### src/rtl/stdp_update_sched.sv
// stdp_update_sched
//   After each time step, applies one pass of pair-based STDP weight updates
//   to the weight RAM owned by snn_core. On an accepted start it latches the
//   step's spike bits and walks every synapse address f*N+n (f outer, n inner).
//   Each touched synapse takes one read-modify-write with clamping.
//
// Ports
//   clk, rstn               clock, asynchronous active-low reset
//   start, enable           pass request (accepted only when enable=1 and idle)
//   pre_bits, post_bits     spikes of the finished step, latched on start
//   eta, b_pre, b_post      Q1.14 potentiation / depression magnitudes
//   eta_shift               arithmetic right shift of raw delta (capped at 17)
//   en_pre, en_post         gates for the b_pre / b_post terms
//   wmin, wmax              clamp bounds (wmin wins if wmin > wmax)
//   mem_re/mem_we/mem_addr  RAM strobes and address; read data valid next cycle
//   mem_wdata, mem_rdata    RAM write / read data
//   busy, done, wr_count    status: busy in RD/WR/FIN, done pulse in FIN,
//                           saturating write count of the current/last pass
//
// Build option
//   STDP_SKIP_IDLE_EN  when defined, synapses with no pre and no post spike
//                      are skipped in a single RD cycle without RAM access.
module stdp_update_sched #(
  parameter  int F  = 48,
  parameter  int N  = 96,
  localparam int AW = $clog2(F*N)
) (
  input  logic                 clk,
  input  logic                 rstn,
  input  logic                 start,
  input  logic                 enable,
  input  logic [F-1:0]         pre_bits,
  input  logic [N-1:0]         post_bits,
  input  logic signed [15:0]   eta,
  input  logic signed [15:0]   b_pre,
  input  logic signed [15:0]   b_post,
  input  logic [7:0]           eta_shift,
  input  logic                 en_pre,
  input  logic                 en_post,
  input  logic signed [15:0]   wmin,
  input  logic signed [15:0]   wmax,
  output logic                 mem_re,
  output logic                 mem_we,
  output logic [AW-1:0]        mem_addr,
  output logic signed [15:0]   mem_wdata,
  input  logic signed [15:0]   mem_rdata,
  output logic                 busy,
  output logic                 done,
  output logic [15:0]          wr_count
);

  localparam int FW = (F > 1) ? $clog2(F) : 1;
  localparam int NW = (N > 1) ? $clog2(N) : 1;
  localparam logic [FW-1:0] F_LAST = FW'(F - 1);
  localparam logic [NW-1:0] N_LAST = NW'(N - 1);

  typedef enum logic [1:0] {S_IDLE, S_RD, S_WR, S_FIN} state_t;

  state_t              r_state;
  state_t              w_next;
  logic [F-1:0]        r_pre;
  logic [N-1:0]        r_post;
  logic [FW-1:0]       r_f;
  logic [NW-1:0]       r_n;
  logic [AW-1:0]       r_addr;
  logic [15:0]         r_wr_count;

  logic                w_p;
  logic                w_q;
  logic                w_last;
  logic                w_skip;
  logic                w_accept;
  logic                w_adv;
  logic signed [17:0]  w_raw;
  logic signed [17:0]  w_delta;
  logic signed [17:0]  w_sum;
  logic signed [15:0]  w_new;

  function automatic logic signed [17:0] f_sext18(input logic signed [15:0] v);
    return {{2{v[15]}}, v};
  endfunction

  // The three terms are mutually exclusive in (p,q), so at most one applies.
  function automatic logic signed [17:0] f_raw_delta(
    input logic p, input logic q, input logic gate_pre, input logic gate_post,
    input logic signed [15:0] pot, input logic signed [15:0] dep_pre,
    input logic signed [15:0] dep_post);
    logic signed [17:0] r;
    r = 18'sd0;
    if (p & q)                r = f_sext18(pot);
    if (gate_post & q & ~p)   r = r - f_sext18(dep_post);
    if (gate_pre  & p & ~q)   r = r - f_sext18(dep_pre);
    return r;
  endfunction

  function automatic logic [4:0] f_shamt(input logic [7:0] s);
    return (s > 8'd17) ? 5'd17 : s[4:0];
  endfunction

  // Inverted bounds collapse to wmin.
  function automatic logic signed [15:0] f_clamp(input logic signed [17:0] sum,
    input logic signed [15:0] lo, input logic signed [15:0] hi);
    logic signed [17:0] lo18;
    logic signed [17:0] hi18;
    lo18 = f_sext18(lo);
    hi18 = f_sext18(hi);
    if (lo > hi)          return lo;
    else if (sum < lo18)  return lo;
    else if (sum > hi18)  return hi;
    else                  return sum[15:0];
  endfunction

  assign w_p     = r_pre[r_f];
  assign w_q     = r_post[r_n];
  assign w_last  = (r_f == F_LAST) && (r_n == N_LAST);

`ifdef STDP_SKIP_IDLE_EN
  assign w_skip  = ~w_p & ~w_q;
`else
  assign w_skip  = 1'b0;
`endif

  assign w_raw   = f_raw_delta(w_p, w_q, en_pre, en_post, eta, b_pre, b_post);
  assign w_delta = w_raw >>> f_shamt(eta_shift);
  assign w_sum   = f_sext18(mem_rdata) + w_delta;
  assign w_new   = f_clamp(w_sum, wmin, wmax);

  assign mem_addr = r_addr;
  assign wr_count = r_wr_count;

  always_ff @(posedge clk or negedge rstn) begin
    if (!rstn) r_state <= S_IDLE;
    else       r_state <= w_next;
  end

  always_comb begin
    w_next    = r_state;
    mem_re    = 1'b0;
    mem_we    = 1'b0;
    mem_wdata = '0;
    busy      = 1'b0;
    done      = 1'b0;
    w_accept  = 1'b0;
    w_adv     = 1'b0;
    case (r_state)
      S_IDLE: begin
        if (start && enable) begin
          w_accept = 1'b1;
          w_next   = S_RD;
        end
      end
      S_RD: begin
        busy = 1'b1;
        if (w_skip) begin
          w_adv  = 1'b1;
          w_next = w_last ? S_FIN : S_RD;
        end else begin
          mem_re = 1'b1;
          w_next = S_WR;
        end
      end
      S_WR: begin
        busy      = 1'b1;
        mem_we    = 1'b1;
        mem_wdata = w_new;
        w_adv     = 1'b1;
        w_next    = w_last ? S_FIN : S_RD;
      end
      S_FIN: begin
        busy   = 1'b1;
        done   = 1'b1;
        w_next = S_IDLE;
      end
      default: w_next = S_IDLE;
    endcase
  end

  // Index and address advance together; the address is kept as a running
  // count rather than multiplied out, and is left in place after the last one.
  always_ff @(posedge clk or negedge rstn) begin
    if (!rstn) begin
      r_pre      <= '0;
      r_post     <= '0;
      r_f        <= '0;
      r_n        <= '0;
      r_addr     <= '0;
      r_wr_count <= '0;
    end else begin
      if (w_accept) begin
        r_pre  <= pre_bits;
        r_post <= post_bits;
        r_f    <= '0;
        r_n    <= '0;
        r_addr <= '0;
      end else if (w_adv && !w_last) begin
        if (r_n == N_LAST) begin
          r_n <= '0;
          r_f <= r_f + 1'b1;
        end else begin
          r_n <= r_n + 1'b1;
        end
        r_addr <= r_addr + 1'b1;
      end
      if (w_accept)
        r_wr_count <= '0;
      else if (mem_we && (r_wr_count != 16'hFFFF))
        r_wr_count <= r_wr_count + 16'd1;
    end
  end

endmodule

### config.mk
export PLATFORM = sky130hd
export DESIGN_NAME = stdp_update_sched
export DESIGN_NICKNAME = d
export VERILOG_FILES = /design/src/rtl/stdp_update_sched.sv
export SDC_FILE = /design/constraint.sdc
export NUM_CORES = 1
export LEC_CHECK = 0
export ABC_CLOCK_PERIOD_IN_PS = 41900
export CAP_MARGIN = 20
export CORE_MARGIN = 3
export CORE_UTILIZATION = 50
export CTS_CLUSTER_SIZE = 25
export DETAILED_ROUTE_END_ITERATION = 8
export GPL_TIMING_DRIVEN = 0
export PLACE_DENSITY = 0.79
export SYNTH_ARGS = -nofsm -noshare
export SYNTH_HDL_FRONTEND = slang
export SYNTH_SLANG_ARGS = --single-unit
### constraint.sdc
create_clock -name clk -period 41.9 [get_ports clk]
set_input_delay 6.285 -clock clk [delete_from_list [all_inputs] [get_ports clk]]
set_output_delay 6.285 -clock clk [all_outputs]
set_load 0.005 [all_outputs]
==> run_results.csv <==
group,metric,value,unit
power_and_ir_drop,clkPwrFrac,12.0,%
grt,grt_overflow,0,
cts,h-tree-depth,4,
floorplan,die_h,175.1,microns
power_and_ir_drop,internal-power,0.7157,mW
yosys,synth.avg_cell_area,8.050,sq um
sta,fin_skew,8.090,ps
yosys,ys_types,69,
sta,rsz0062_at_grt,"no",
grt,grt_pass1_vias,13749,
yosys,syn-cell-area,14300,sq um
sta,relSlewSlack,28.17,%
detailed_routing,num_vias,13933,
detailed_routing,firstDrtPassIters,5,
grt,track_usage,27.76,%
power_and_ir_drop,power,1.348,mW
critical_path,required,35620,ps
sta,worstMarginPinSlew,1068,ps
yosys,post-synth-top-area-cell,"dfrtp_1",
yosys,yosys_warnings,0,
power_and_ir_drop,p_sw,0.6318,mW
yosys,synth-edff-count,0,
sta,hold_violations,0,
cts,cts-hold-fix-buffers,0,
sta,fmax,0.04194,GHz
finish,layout_commonest_cell,"nand2_1",
detailed_routing,drc_errors,0,
yosys,synth_fp_nets,2139,
detailed_routing,wl_per_cell,17.25,microns
sta,min_period_over_period,56.91,%
place,io_buffers,299,
floorplan,dieArea,30680,sq um
detailed_routing,drt_iter0_markers,937,
floorplan,rows,61,
power_and_ir_drop,p_leak,8.764,nW
cts,clockRootBuffer,"clkbuf_16",
yosys,synthFlopType,"dfrtp_1",
detailed_routing,avgViaCountPerCell,5.600,
floorplan,start_util,51.07,%
yosys,ys_async_sr_fraction,100.0,%
critical_path,slowest_stage,"o41ai_1",
power_and_ir_drop,pwr_density_cell,73.23,nW/um^2
critical_path,path_max_fanout,10,
cts,cts_buffers,17,
finish,nFillCells,2420,
floorplan,core_area,28010,sq um
flow_run,maxCapViolCount,0,
place,gp_congestion,0.9020,
sta,slew_violations,0,
critical_path,end_kind,"primary output",
yosys,syn-instance-count,1777,
finish,utilization,65.69,%
sta,finalCriticalPeriod,23840,ps
critical_path,crit_top_cell,"a21oi_1",
power_and_ir_drop,p_sw_share,46.89,%
floorplan,io_pins,303,
finish,syn_to_final_growth,28.64,%
power_and_ir_drop,p_comb_share,66.4,%
cts,cts_resized,0,
sta,setup_tns,0,ps
cts,post_cts_buffers,0,
critical_path,worstPathArrival,17560,ps
critical_path,cp-start-kind,"input pin",
place,hpwl,33.62,mm
finish,layout.cells.most_common_list,"nand2_1, clkdlybuf4s50_1, dfrtp_1",
power_and_ir_drop,power_frac_seq,21.6,%
finish,final_net_count,2458,
grt,antenna_found_initial,1,
sta,layout_setup_ws,18060,ps
finish,drive_above_1_share,5.216,%
critical_path,slowest_delay,550,ps
yosys,synth_area_leaders,"dfrtp_1, nand2_1, ha_1",
floorplan,die_w,175.1,microns
outcome,status,"complete, no violations",
critical_path,crit_type,"input pin to primary output",
detailed_routing,wirelength,42.93,mm
cts,clk_pin_slew,70,ps
place,place_ws,18240,ps
detailed_routing,drtAntennaViolNets,0,
power_and_ir_drop,ir_worst_vdd,0.03832,mV
sta,holdWs,475.0,ps
cts,clkLatencyLatePin,440,ps
cts,cts_sinks,188,
yosys,synth-seq-cells,188,
cts,cts_tree,"done",
yosys,synth_top_area_share,32.89,%
cts,clockBufferDepth,2,
grt,grt_max_degree,105,
yosys,synth_seq_area_share,32.89,%
worst_hold_path,hold_class,"register to register",
grt,grt_pass1_wl,69.73,mm
sta,finalSetupViolCount,0,
## power by group through the flow
stage	Combinational (mW)	Clock, mW	Sequential, mW
2_1_floorplan	0.641	0	0.281
3_3_place_gp	0.859	0	0.290
3_5_place_dp	0.881	0	0.293
4_1_cts	0.888	0.163	0.290
5_1_grt	0.998	0.171	0.299
6_report	0.895	0.162	0.291
## final timing paths
kind,from,end,slack [ps],cells after the start
worst min register to register,r_pre[5]$_DFFE_PN0P_,r_pre[5]$_DFFE_PN0P_,470,2
worst max register to register,r_n[3]$_DFFE_PN0P_,r_f[3]$_DFFE_PN0P_,38730,11
worst max-delay path,eta[2],mem_wdata[11],18060,41
max in group asynchronous,rstn,r_post[58]$_DFFE_PN0P_,35110,2
worst min-delay path,r_pre[5]$_DFFE_PN0P_,r_pre[5]$_DFFE_PN0P_,470,2
min in group asynchronous,rstn,r_pre[45]$_DFFE_PN0P_,5840,1
## synth_stat cells, types with 4 or more instances
cell type	count
nand2_1	527
dfrtp_1	188
nor2_1	126
a21oi_1	106
ha_1	105
inv_1	89
clkbuf_1	56
o21ai_0	51
mux2i_1	40
a211oi_1	39
mux4_2	36
a21o_1	34
xor2_1	34
and2_1	26
nand3_1	23
nand2b_1	21
xnor2_1	20
nand4_1	18
o21a_1	18
nor2b_1	17
nor3_1	17
and3_1	16
buf_2	16
or3_1	13
buf_1	11
mux2_2	11
a31oi_1	10
o31ai_1	8
o211ai_1	6
a211o_1	5
nor4_1	5
o22ai_1	5
or2_2	5
a221oi_1	4
and4_1	4
nor3b_1	4
o2111ai_1	4
o21bai_1	4
or4_1	4
## logic make-up (layout without fill, tap and decap cells)
kind of cell               count (synthesis)  count (layout)  synth area share (%)
AOI/OAI and AO/OA                        333             333                 15.21
xor gates and xnor gates                  54              54                 3.306
adders and majority gates                108             108                 9.604
buffers and inverters                    177             509                 4.942
DFF                                      188             188                 32.89
muxes                                     87              87                 9.333
other                                      0               1                     0
and+or+nand+nor                          830             830                 24.72
## worst max-delay path: cells and delay by family
family,cells,cell delay (ps)
compound gates,22,5580
xor+xnor,1,250
fa+ha+maj,4,1390
buf+inv,6,2210
mux,1,190
simple gates,7,1640
## sequential cells by signal, summed over array words and instances, names as in the netlist
register	cells
r_post	96
r_pre	48
wr_count	16
mem_addr	13
r_n	7
r_f	6
r_state	2
## area by class of cell
type	count	area [sq um]	area share (%)
multi-input combinational	1412	8894	48.33
sequential	188	4705	25.57
timing repair buffer	300	3025	16.44
tap	378	473.0	2.570
clock buffer	17	425.4	2.312
buffer	87	369.1	2.006
inverter	90	337.8	1.836
clock inverter	15	170.2	0.9247
antenna	1	2.502	0.01360
## per-layer routing
| layer | vias up | GRT usage [%] | part of all wire (%) | wire length [microns] |
|---|---|---|---|---|
| met5 | - | 0 | 0 | 0 |
| li1 | 6764 | - | - | - |
| met2 | 458 | 47.82 | 49 | 20980 |
| met1 | 6647 | 36.81 | 43 | 18630 |
| met4 | 0 | 8.012 | 2.3 | 989 |
| met3 | 64 | 3.542 | 5.4 | 2328 |
## through the flow
stage / std cells / area [sq um]
finish: 2488 / 18400
floorplan: 1777 / 14310
global placement: 2454 / 17770
CTS: 2487 / 18400
detailed placement: 2455 / 17800
global route: 2488 / 18400
No activity file was read; power rests on OpenSTA's default activity.
==> edit 1 (same flow settings) <==
The parameter `N` goes from 96 to 48.
--- a/src/rtl/stdp_update_sched.sv
+++ b/src/rtl/stdp_update_sched.sv
@@ -22,7 +22,7 @@
 //                      are skipped in a single RD cycle without RAM access.
 module stdp_update_sched #(
   parameter  int F  = 48,
-  parameter  int N  = 96,
+  parameter  int N  = 48,
   localparam int AW = $clog2(F*N)
 ) (
   input  logic                 clk,
Interface: changed (resized mem_addr and post_bits); port bits go from 303 to 254. The function was not compared with the original's and may differ.
==> edit 1 against the original RTL <==
Worst setup slack got worse by 820 ps. Power shrank 14%. Largest power group unchanged. Routed wire length fell by 16%. Synthesized cell count down 16%. Non-clock buffer count shrank 67. Sequential cell count decreased by 50. Highest routed layer unchanged. Synthesized area is 16% lower. Critical path type unchanged. Final area shrank 15%.
==> edit 1: results (changes against the original RTL) <==
Parameter                              Value

Drt
  Number of DRC violations after detailed-routing iteration 0 ... 757 (-19%)
  Total via count in the routed design ... 11,927 (-14%)
  Routed wl met3 ... 2340 um (+0.60%)
  Average routed wire per standard cell ... 17.2 um (-0.22%)

Placement
  Placed Area ... 14,900 um2 (-16%)
  Detailed placer's ending HPWL ... 28,200 um (-16%)
  Buffers on Ports ... 252 (-16%)

Synthesis
  Synthesized-area fraction occupied by ao, oa, aoi and oai cells ... 17.8% (+2.6 points)
  Number of nets in the synthesized netlist ... 1,812 (-15%)
  Syn Area/Cell ... 8.01 um2 (-0.55%)
  Share of cell area taken by muxes after synthesis ... 7.76% (-1.6 points)
  Count of cell types in the netlist ... 91 (+32%)
  Portion of the post-synthesis area used by sequential elements ... 28.8% (-4.1 points)

Setup path
  Critical path launch point ... eta[5]
  Destination of the worst register-to-register timing path ... mem_addr[11]$_DFFE_PN0P_
  Maximum single-stage delay on the critical path ... 860 ps (+310 ps)
  Worst setup path endpoint ... mem_wdata[13]
  Standard cell with the maximum stage delay on the critical path ... sky130_fd_sc_hd__a2111oi_1
  Launch point of the worst reg-to-reg path ... r_f[2]$_DFFE_PN0P_

Run status
  Status ... complete, no violations

Cells and area
  # nets final ... 2,085 (-15%)
  Antenna Diode Count ... 0 (-1)

Pwr
  Static Leakage ... 0.00741 uW (-15%)
  Worst VDD drop ... 0.0449 mV (+17%)

GRT
  Met2 Resource Use GR ... 47.5% (-0.30 points)
  Met1 GRT Util ... 35.6% (-1.2 points)
  Global-route wire length before repair ... 58,500 um (-16%)
  GRT Overall Usage ... 27.5% (-0.22 points)

Timing
  Worst Skew ... 8.23 ps (+0.143 ps)
## edit 1: cell types whose count changed in the layout (fill, tap and decap cells not counted), sizes merged, moves of 15 or more
cell           before  now
mux4               36   21
a211oi             40   16
dfrtp             188  138
and2               26   11
buf                33   17
nor2              126  100
a21oi             108   75
nand2             527  391
clkdlybuf4s50     298  251
## edit 1: layout make-up
type / count / area (um2) / area share, %
Tap cell: 319 / 399 / 2.56
Multi-Input combinational cell: 1202 / 7890 / 50.6
Buffer: 66 / 304 / 1.95
Sequential cell: 138 / 3450 / 22.2
Clock inverter: 13 / 191 / 1.23
Clock buffer: 18 / 439 / 2.82
Timing Repair Buffer: 254 / 2560 / 16.4
Inverter: 92 / 345 / 2.22
## edit 1: worst max-delay path, delay by kind of cell
kind,cells,cell delay (ps)
fa+ha+maj,5,1630
buf+inv,5,1890
xor+xnor,3,470
simple gates,8,1220
compound gates,24,6870
## edit 1: where the power goes
group / internal (uW) / switching (uW)
registers: 181 / 30.4
clock network: 102 / 59.3
logic: 332 / 452
==> edit 2 (same settings) <==
Made on the original files. Reset style: synchronous (`rstn`), changed in 2 clocked blocks. Comments in the files are not updated.
--- a/src/rtl/stdp_update_sched.sv
+++ b/src/rtl/stdp_update_sched.sv
@@ -128,7 +128,7 @@
   assign mem_addr = r_addr;
   assign wr_count = r_wr_count;
 
-  always_ff @(posedge clk or negedge rstn) begin
+  always_ff @(posedge clk) begin
     if (!rstn) r_state <= S_IDLE;
     else       r_state <= w_next;
   end
@@ -177,7 +177,7 @@
 
   // Index and address advance together; the address is kept as a running
   // count rather than multiplied out, and is left in place after the last one.
-  always_ff @(posedge clk or negedge rstn) begin
+  always_ff @(posedge clk) begin
     if (!rstn) begin
       r_pre      <= '0;
       r_post     <= '0;
Function: changed (a bounded check fails within 4 cycles, from zero or initial values and one cycle with rstn low; the reset may be asserted at any time).
==> edit 2 against the original RTL <==
Via count is 4.5% higher. Synthesized area is 0.70% lower. Highest routed layer unchanged. Hold slack worse by 10 ps. Fmax is 1.9% lower. Routed wire length is 8.5% higher. Worst setup slack worse by 470 ps. Global-route usage is 1.9 points higher. Sequential cell count stayed put. Die area is 0.68% lower. Final area is 0.22% lower. Clock skew is 2.8 ps higher.
Power is not compared: it rests on default switching activity, and its combinational part moved more than twofold at a synthesized area within 25%.
==> edit 2: results (changes against the original RTL) <==
Parameter                              Value

Timing
  Transition time at the pin with the least slew margin ... 1040 ps (-27.2 ps)
  Worst Skew ... 10.9 ps (+2.83 ps)

Min path
  End of the worst hold path ... r_post[7]$_SDFFE_PN0P_

Synthesis
  Portion of the post-synthesis area used by sequential elements ... 26.5% (-6.4 points)
  Count of cell types in the netlist ... 73 (+5.8%)
  Most common library cells after synthesis ... 404 x sky130_fd_sc_hd__nand2_1, 188 x sky130_fd_sc_hd__dfxtp_1, 147 x sky130_fd_sc_hd__a21boi_0
  Fraction of registers with async set or reset after synthesis ... 0% (-100 points)
  Ranking of synthesized cells by area ... sky130_fd_sc_hd__dfxtp_1 26%, sky130_fd_sc_hd__nand2_1 11%, sky130_fd_sc_hd__ha_1 9.2%
  Number of nets in the synthesized netlist ... 2,201 (+2.9%)

GRT
  Vias in the first global route ... 14,244 (+3.6%)
  Pin count of the biggest net entering global routing ... 21 (-80%)
  Number of antenna violations at the first check in global routing ... 0 (-1)

Placement
  Gpl congestion ... 0.965 (+7.0%)
  Buffers on Ports ... 301 (+0.67%)
  Detailed placer's ending HPWL ... 37,600 um (+12%)

Cells and area
  # nets final ... 2,522 (+2.6%)
  Fin util ... 65.9% (+0.22 points)
  Fraction of layout instances using a drive strength above 1 ... 4.92% (-0.29 points)
  Antenna Diode Count ... 0 (-1)

Setup path
  Path depth of the worst reg2reg path ... 8 (-3)
  Minimum setup slack among reg-to-reg paths ... 38,380 ps (-350 ps)
  Maximum single-stage delay on the critical path ... 930 ps (+380 ps)
  Data arrival time of the critical path ... 18,020 ps (+460 ps)
  Launch point of the worst reg-to-reg path ... r_n[2]$_SDFFE_PP0P_
  Standard cell with the maximum stage delay on the critical path ... sky130_fd_sc_hd__a2111oi_0

Run status
  Status ... complete, no violations

Drt
  Number of DRC violations after detailed-routing iteration 0 ... 1,085 (+16%)
  TritonRoute pass-1 iters ... 5 (unchanged)
  Final WL ... 46,600 um (+8.5%)
## edit 2: cells by family (layout without fill, tap and decap cells)
logic type	after synthesis	after routing	share of synthesized area [%]
flops	188	188	26.5
buf+inv	198	532	5.38
simple gates	748	748	23.1
fa+ha+maj	108	108	9.67
mux	82	82	8.82
compound gates	450	450	22.5
xor+xnor	65	65	4.01
## edit 2: area by class of cell
class                   count  area (um2)
flip-flops and latches    188        3760
fillers                  2391        9500
inverters                  93         349
repair buffers            302        3020
clock buffers              17         425
clock inverters            15         240
plain buffers             105         415
well taps                 378         473
multi-input cells        1453        9680
## edit 2: worst reg2reg max path, cell delays in order (launching register included)
cell and delay (ps):
sky130_fd_sc_hd__dfxtp_1 440, sky130_fd_sc_hd__buf_1 510, sky130_fd_sc_hd__buf_1 490, sky130_fd_sc_hd__and3_1 260, sky130_fd_sc_hd__nand4b_1 170, sky130_fd_sc_hd__nor3_1 810, sky130_fd_sc_hd__nand4_1 280, sky130_fd_sc_hd__or3_1 360
sky130_fd_sc_hd__a21oi_1 140
## edit 2: through the flow
step / cell area [um2] / instances / setup slack [ps] / hold WS, ps
CTS: 18400 / 2551 / 17800 / 465
floorplan: 14200 / 1839 / 20990 / 440
finish: 18400 / 2551 / 17590 / 465
global route: 18400 / 2551 / 16540 / 483
global placement: 17700 / 2518 / 18040 / 447
detailed placement: 17700 / 2519 / 17860 / 454
## edit 2: how the worst max path moves through the flow
stage | from | to | slack (ps) | cells after the start
final | eta[9] | mem_wdata[8] | 17590 | 48
after global routing | eta[9] | mem_wdata[10] | 16540 | 48
after CTS | eta[0] | mem_wdata[10] | 17800 | 48
after detailed placement | eta[6] | mem_wdata[10] | 17860 | 46
after global placement | eta[6] | mem_wdata[10] | 18040 | 46
after floorplan | eta[0] | mem_wdata[10] | 20990 | 46
## edit 2: where the power goes
part           leakage [uW]  internal (uW)  switching (uW)
Combinational       0.00551           57.0            63.0
Sequential          0.00153            185            3.59
Clock              0.000323           98.5            79.4
Total               0.00736            341             146
## edit 2: metal layers
metal  up-vias  wire (um)  GRT usage [%]
li1       7095          -              -
met1      6825      20100           39.1
met2       582      22000           50.5
met3        64       3580           5.31
met4         0        915           6.91
met5         -          0              0
